==> src/rtl/sobel_pkg.sv <==
// Types and constants shared by the Sobel frame controller and the datapath beside it.
package sobel_pkg;

    localparam int SOBEL_PIPE_DEPTH = 31;
    localparam int SOBEL_IN_W       = 128;
    localparam int SOBEL_OUT_W      = 512;

    typedef enum logic [1:0] {
        IDLE   = 2'd0,
        STREAM = 2'd1,
        FLUSH  = 2'd2,
        DONE   = 2'd3
    } sobel_state_e;

endpackage : sobel_pkg

==> src/rtl/sobel_ctrl.sv <==
// Frame controller for the Sobel datapath: issues input beats, then PIPE_DEPTH zero flush beats,
// and forwards results with backpressure. Define SOBEL_CTRL_PERF_EN to add the output stall counter.
module sobel_ctrl
    import sobel_pkg::*;
#(
    parameter int PIPE_DEPTH = SOBEL_PIPE_DEPTH,
    parameter int CNT_W      = 16
) (
    input  logic                   clk,
    input  logic                   rst_b,
    input  logic                   start,
    input  logic [CNT_W-1:0]       frame_beats,
    output logic                   busy,
    output logic                   done,
    input  logic                   in_valid,
    input  logic [SOBEL_IN_W-1:0]  in_data,
    output logic                   in_ready,
    output logic                   unit_valid_in,
    output logic [SOBEL_IN_W-1:0]  unit_data_in,
    input  logic [SOBEL_OUT_W-1:0] unit_data_out,
    output logic                   out_valid,
    output logic [SOBEL_OUT_W-1:0] out_data,
    output logic                   out_last,
    input  logic                   out_ready
`ifdef SOBEL_CTRL_PERF_EN
    ,
    output logic [31:0]            perf_stall_cycles
`endif
);

    localparam logic [CNT_W:0]   LP_DEPTH     = (CNT_W+1)'(PIPE_DEPTH);
    localparam logic [CNT_W:0]   LP_ISSUE_ONE = (CNT_W+1)'(1);
    localparam logic [CNT_W-1:0] LP_BEAT_ONE  = CNT_W'(1);

    sobel_state_e            r_state;
    sobel_state_e            w_state_nxt;
    logic [CNT_W-1:0]        r_frame_beats;
    logic [CNT_W:0]          r_issue_cnt;
    logic [CNT_W-1:0]        r_out_cnt;
    logic                    r_out_valid;

    logic                    w_fire;
    logic                    w_out_free;
    logic                    w_out_hs;
    logic                    w_out_last;
    logic                    w_start_ok;
    logic                    w_last_issue;
    logic                    w_flush_left;
    logic                    w_emit;
    logic [CNT_W:0]          w_total_issue;
    logic [SOBEL_IN_W-1:0]   w_unit_data;

    // A new beat may only be issued when the result register is empty or draining this cycle,
    // which is what keeps out_data stable under backpressure.
    assign w_out_free    = !r_out_valid || out_ready;
    assign w_out_hs      = r_out_valid && out_ready;
    assign w_out_last    = r_out_valid && (r_out_cnt == r_frame_beats - LP_BEAT_ONE);
    assign w_start_ok    = start && (r_state == IDLE);
    assign w_total_issue = {1'b0, r_frame_beats} + LP_DEPTH;
    assign w_last_issue  = (r_issue_cnt == {1'b0, r_frame_beats} - LP_ISSUE_ONE);
    assign w_flush_left  = (r_issue_cnt < w_total_issue);
    assign w_emit        = w_fire && (r_issue_cnt >= LP_DEPTH);

    // NOTE: every output of this block gets a default before the case, so no path leaves one
    // unassigned and no latch is inferred.
    always_comb begin
        w_state_nxt = r_state;
        w_fire      = 1'b0;
        w_unit_data = '0;
        case (r_state)
            IDLE: begin
                if (start) begin
                    w_state_nxt = (frame_beats == '0) ? DONE : STREAM;
                end
            end
            STREAM: begin
                w_fire      = in_valid && w_out_free;
                w_unit_data = in_data;
                if (w_fire && w_last_issue) begin
                    w_state_nxt = FLUSH;
                end
            end
            FLUSH: begin
                w_fire = w_out_free && w_flush_left;
                if (w_out_hs && w_out_last) begin
                    w_state_nxt = DONE;
                end
            end
            DONE: begin
                w_state_nxt = IDLE;
            end
            default: begin
                w_state_nxt = IDLE;
            end
        endcase
    end

    // NOTE: sequential state uses non-blocking assignments so every register samples the
    // pre-edge values, independent of statement order.
    always_ff @(posedge clk) begin
        if (!rst_b) begin
            r_state       <= IDLE;
            r_frame_beats <= '0;
            r_issue_cnt   <= '0;
            r_out_cnt     <= '0;
            r_out_valid   <= 1'b0;
        end else begin
            r_state <= w_state_nxt;
            if (w_start_ok) begin
                r_frame_beats <= frame_beats;
                r_issue_cnt   <= '0;
                r_out_cnt     <= '0;
            end else begin
                if (w_fire) begin
                    r_issue_cnt <= r_issue_cnt + LP_ISSUE_ONE;
                end
                if (w_out_hs) begin
                    r_out_cnt <= r_out_cnt + LP_BEAT_ONE;
                end
            end
            if (w_emit) begin
                r_out_valid <= 1'b1;
            end else if (w_out_hs) begin
                r_out_valid <= 1'b0;
            end
        end
    end

    assign busy          = (r_state != IDLE);
    assign done          = (r_state == DONE);
    assign in_ready      = (r_state == STREAM) && w_out_free;
    assign unit_valid_in = w_fire;
    assign unit_data_in  = w_unit_data;
    assign out_valid     = r_out_valid;
    assign out_data      = unit_data_out;
    assign out_last      = w_out_last;

`ifdef SOBEL_CTRL_PERF_EN
    logic [31:0] r_perf_stall;
    logic        w_stall;

    assign w_stall = busy && r_out_valid && !out_ready;

    always_ff @(posedge clk) begin
        if (!rst_b) begin
            r_perf_stall <= '0;
        end else if (w_start_ok) begin
            r_perf_stall <= '0;
        end else if (w_stall && (r_perf_stall != 32'hFFFF_FFFF)) begin
            r_perf_stall <= r_perf_stall + 32'd1;
        end
    end

    assign perf_stall_cycles = r_perf_stall;
`endif

endmodule : sobel_ctrl

==> config.mk <==
export PLATFORM = sky130hd
export DESIGN_NAME = sobel_ctrl
export DESIGN_NICKNAME = d
export VERILOG_FILES = /design/src/rtl/sobel_pkg.sv /design/src/rtl/sobel_ctrl.sv
export SDC_FILE = /design/constraint.sdc
export NUM_CORES = 1
export LEC_CHECK = 0
export BUFFER_PORTS_ARGS = -buffer_cell sky130_fd_sc_hd__buf_4
export CORE_AREA = 2 2 503 505
export DETAILED_ROUTE_END_ITERATION = 16
export DIE_AREA = 0 0 505 507
export PLACE_DENSITY_LB_ADDON = 0.15
export SLEW_MARGIN = 10
export SYNTH_ARGS = -nofsm -noshare
export SYNTH_HDL_FRONTEND = slang
export SYNTH_SLANG_ARGS = --single-unit
==> constraint.sdc <==
create_clock -name clk -period 8.1 [get_ports clk]
set_clock_uncertainty 0.2 [all_clocks]
set_input_delay 0.81 -clock clk [delete_from_list [all_inputs] [get_ports clk]]
set_output_delay 0.81 -clock clk [all_outputs]
set_load 0.02 [all_outputs]
==> metrics.cfg <==
[status]
status=finished, final reports clean

[detailed_routing]
routedWlPerCell_um=25.8
avgViaCountPerCell=1.61
drt-pass1-iter-count=4
postRouteAntennaNets=0
drtIter0Drc=288
via_count=6882
drc_errors=0
wl_mm=110

[synth]
netlist_instances=1173
synth_edf_count=0
synthFlopType=dfxtp_1
syn_nets=1860
synth_seq_cells=52
async_flop_share_pct=0
yosysSeqAreaShare_pct=12.0
yosys.cell_types.count=59
synth.yosys.warnings=0
syn-cell-area_um2=8690
syn-mean-instance-area_um2=7.41

[run]
max_cap_violations=0

[clock_network]
numCtsBuffers=5
cts_resized=0
cts_tree=yes
cts_buffer_depth=2
htree_levels=2
postCtsSetupRepairBufs=0
cts.sinks=52
cts_root_buf=clkbuf_16
clk_latency_ns=0.34
cts_hold_buf=0
path_clk_slew_ns=0.09

[floorplanning]
start_util_pct=3.47
dieArea_um2=256000
die_h_um=507
num_rows=184
coreArea_um2=250000
die_width_um=505
ios=1307

[cells_and_area]
area_delta_synth_final_pct=29.0
final_cell_mix=buf_4 (292), and2_1 (133), nand2_1 (70), dfxtp_1 (52), nor2_1 (31)
fillCellCount=30000
drive_gt1_share_pct=34.1
mostFrequentLayoutCell=buf_4
final_nets=1598

[grt]
antenna_found_initial=10
overflow=0
grt_max_degree=79
grt_usage_pct=8.16
grt_pass1_wl_mm=126
grt_pass1_vias=7113

[setup_path]
setup.worst_path.end_class=output pin
cp-startpoint=r_frame_beats[0]
criticalPathCategory=flip-flop to output pin
start_kind=flip-flop
crit_fanout=31
worstPathRequired_ns=7.09
arrival_ns=3.97
reg2reg_from=r_frame_beats[0]

[place]
hpwlAfterDp_mm=103
io_buffer_count=282
routabilityCongestion=0.833

[power_and_ir_drop]
powerDensity_nw_per_um2=159
power.leakage_nw=3.39
peakVddDrop_mv=0.0756

[timing]
slew_headroom_pct=42.9
setup-tns-final_ns=0
rsz0062_at_grt=no
fin_crit_ns=4.98
hold_slack_ns=0.324
finalHoldViolations=0
finalSetupViolations=0
tightestPinTransition_ns=0.857
period_share_pct=61.5
fmax_ghz=0.201
finalMaxSlewViolations=0

[hold_path]
hold_class=flip-flop to flip-flop
worstHoldStart=r_issue_cnt[4]

==> layer usage <==
metal	vias to the layer above	GRT usage [%]	part of all wire (%)
li1	2793	-	-
met1	2900	3.96	18
met2	1011	13.2	46
met3	170	12.7	33
met4	8	2.92	3.1
met5	-	0.426	0.16
==> worst max-delay path: stages (launching register included) <==
cell and delay (ns):
dfxtp_1 0.47, inv_1 0.10, ha_1 0.33, nor4b_2 0.21, buf_4 0.19, nor2_1 0.23
nand3_1 0.12, xor2_1 0.18, ha_1 0.30, a21o_1 0.16, a21o_1 0.17, a21oi_1 0.20
a22o_1 0.17, nand2_1 0.05, o21a_1 0.10, buf_4 0.22, inv_1 0.19, buf_4 0.23
==> cell families (layout without fill, tap and decap cells) <==
kind of cell             after synthesis  in the layout  share of synthesized area, %
buffers and inverters                575            314                          47.1
AND/OR/NAND/NOR                      354            354                          22.8
AO/OA/AOI/OAI                        107            107                          8.13
XOR/XNOR                              54             54                          5.76
flip-flops                            52             52                          12.0
adder cells (fa/ha/maj)               26             26                          3.74
multiplexers                           5              5                         0.590
other                                  0              6                             0
==> per-stage QoR <==
step | setup slack [ns] | instances | power (W) | area [um2] | util (%)
final | 3.12 | 4266 | 0.00178 | 11200 | 4.48
after global routing | 2.71 | 4262 | 0.00191 | 11200 | 4.48
after CTS | 3.01 | 4260 | 0.00185 | 11200 | 4.47
after detailed placement | 3.37 | 4252 | 0.00160 | 11100 | 4.41
after global placement | 3.32 | 4252 | 0.00161 | 11100 | 4.41
after floorplan | 3.84 | 1173 | 0.00134 | 8690 | -
==> final timing paths <==
check | end | slack, ns | depth (start not counted)
worst max-delay path | unit_valid_in | 3.12 | 17
worst min-delay path | r_issue_cnt[4] | 0.32 | 2
worst max register to register | r_issue_cnt[14] | 3.95 | 17
worst min register to register | r_issue_cnt[4] | 0.32 | 2
==> power breakdown <==
group / total [W] / leakage, nW / internal (W) / switching (W)
logic: 0.00122 / 2.90 / 0.000455 / 0.000762
clock network: 0.000244 / 0.0720 / 0.000118 / 0.000126
registers: 0.000319 / 0.422 / 0.000275 / 0.0000442
total: 0.00178 / 3.39 / 0.000848 / 0.000932
==> cell usage after synthesis, drive strengths merged, types with 2 or more instances <==
cell type,instances,share of area (%)
a21boi,16,1.4
mux2i,4,0.46
or2,2,0.14
nor4b,2,0.27
o221a,3,0.39
and2,133,9.6
ha,26,3.7
and3,11,0.79
and4,4,0.40
or4,9,0.78
clkbuf,45,2.0
a21o,5,0.43
dfxtp,52,12
nand3,25,1.4
o41ai,2,0.20
o31ai,9,0.78
a21oi,30,1.7
xnor3,2,0.52
nor3b,2,0.17
o2111ai,2,0.20
nor2,31,1.3
nor2b,2,0.14
buf,516,44
nand4b,2,0.20
nor4,14,1.2
nand4,11,0.79
nand2,71,3.1
xor2,30,3.0
nand2b,4,0.29
xnor2,22,2.2
or3,17,1.2
nor3,12,0.75
o21ai,22,1.3
o211ai,5,0.43
inv,14,0.60
==> registers in the layout (all words and copies together), names as in the netlist <==
name,flops
r_issue_cnt,17
out_valid,1
r_state,2
r_frame_beats,16
r_out_cnt,16
==> layout make-up <==
| cell class | instances | area, um2 | area share [%] |
|---|---|---|---|
| Antenna cell | 6 | 15.0 | 0.134 |
| Tap cell | 3348 | 4190 | 37.3 |
| Inverter | 14 | 52.6 | 0.468 |
| Clock inverter | 3 | 27.5 | 0.245 |
| Timing Repair Buffer | 292 | 2190 | 19.5 |
| Multi-Input combinational cell | 546 | 3580 | 31.9 |
| Sequential cell | 52 | 1040 | 9.28 |
| Clock buffer | 5 | 125 | 1.12 |
Power figures use the tool's default switching activity.
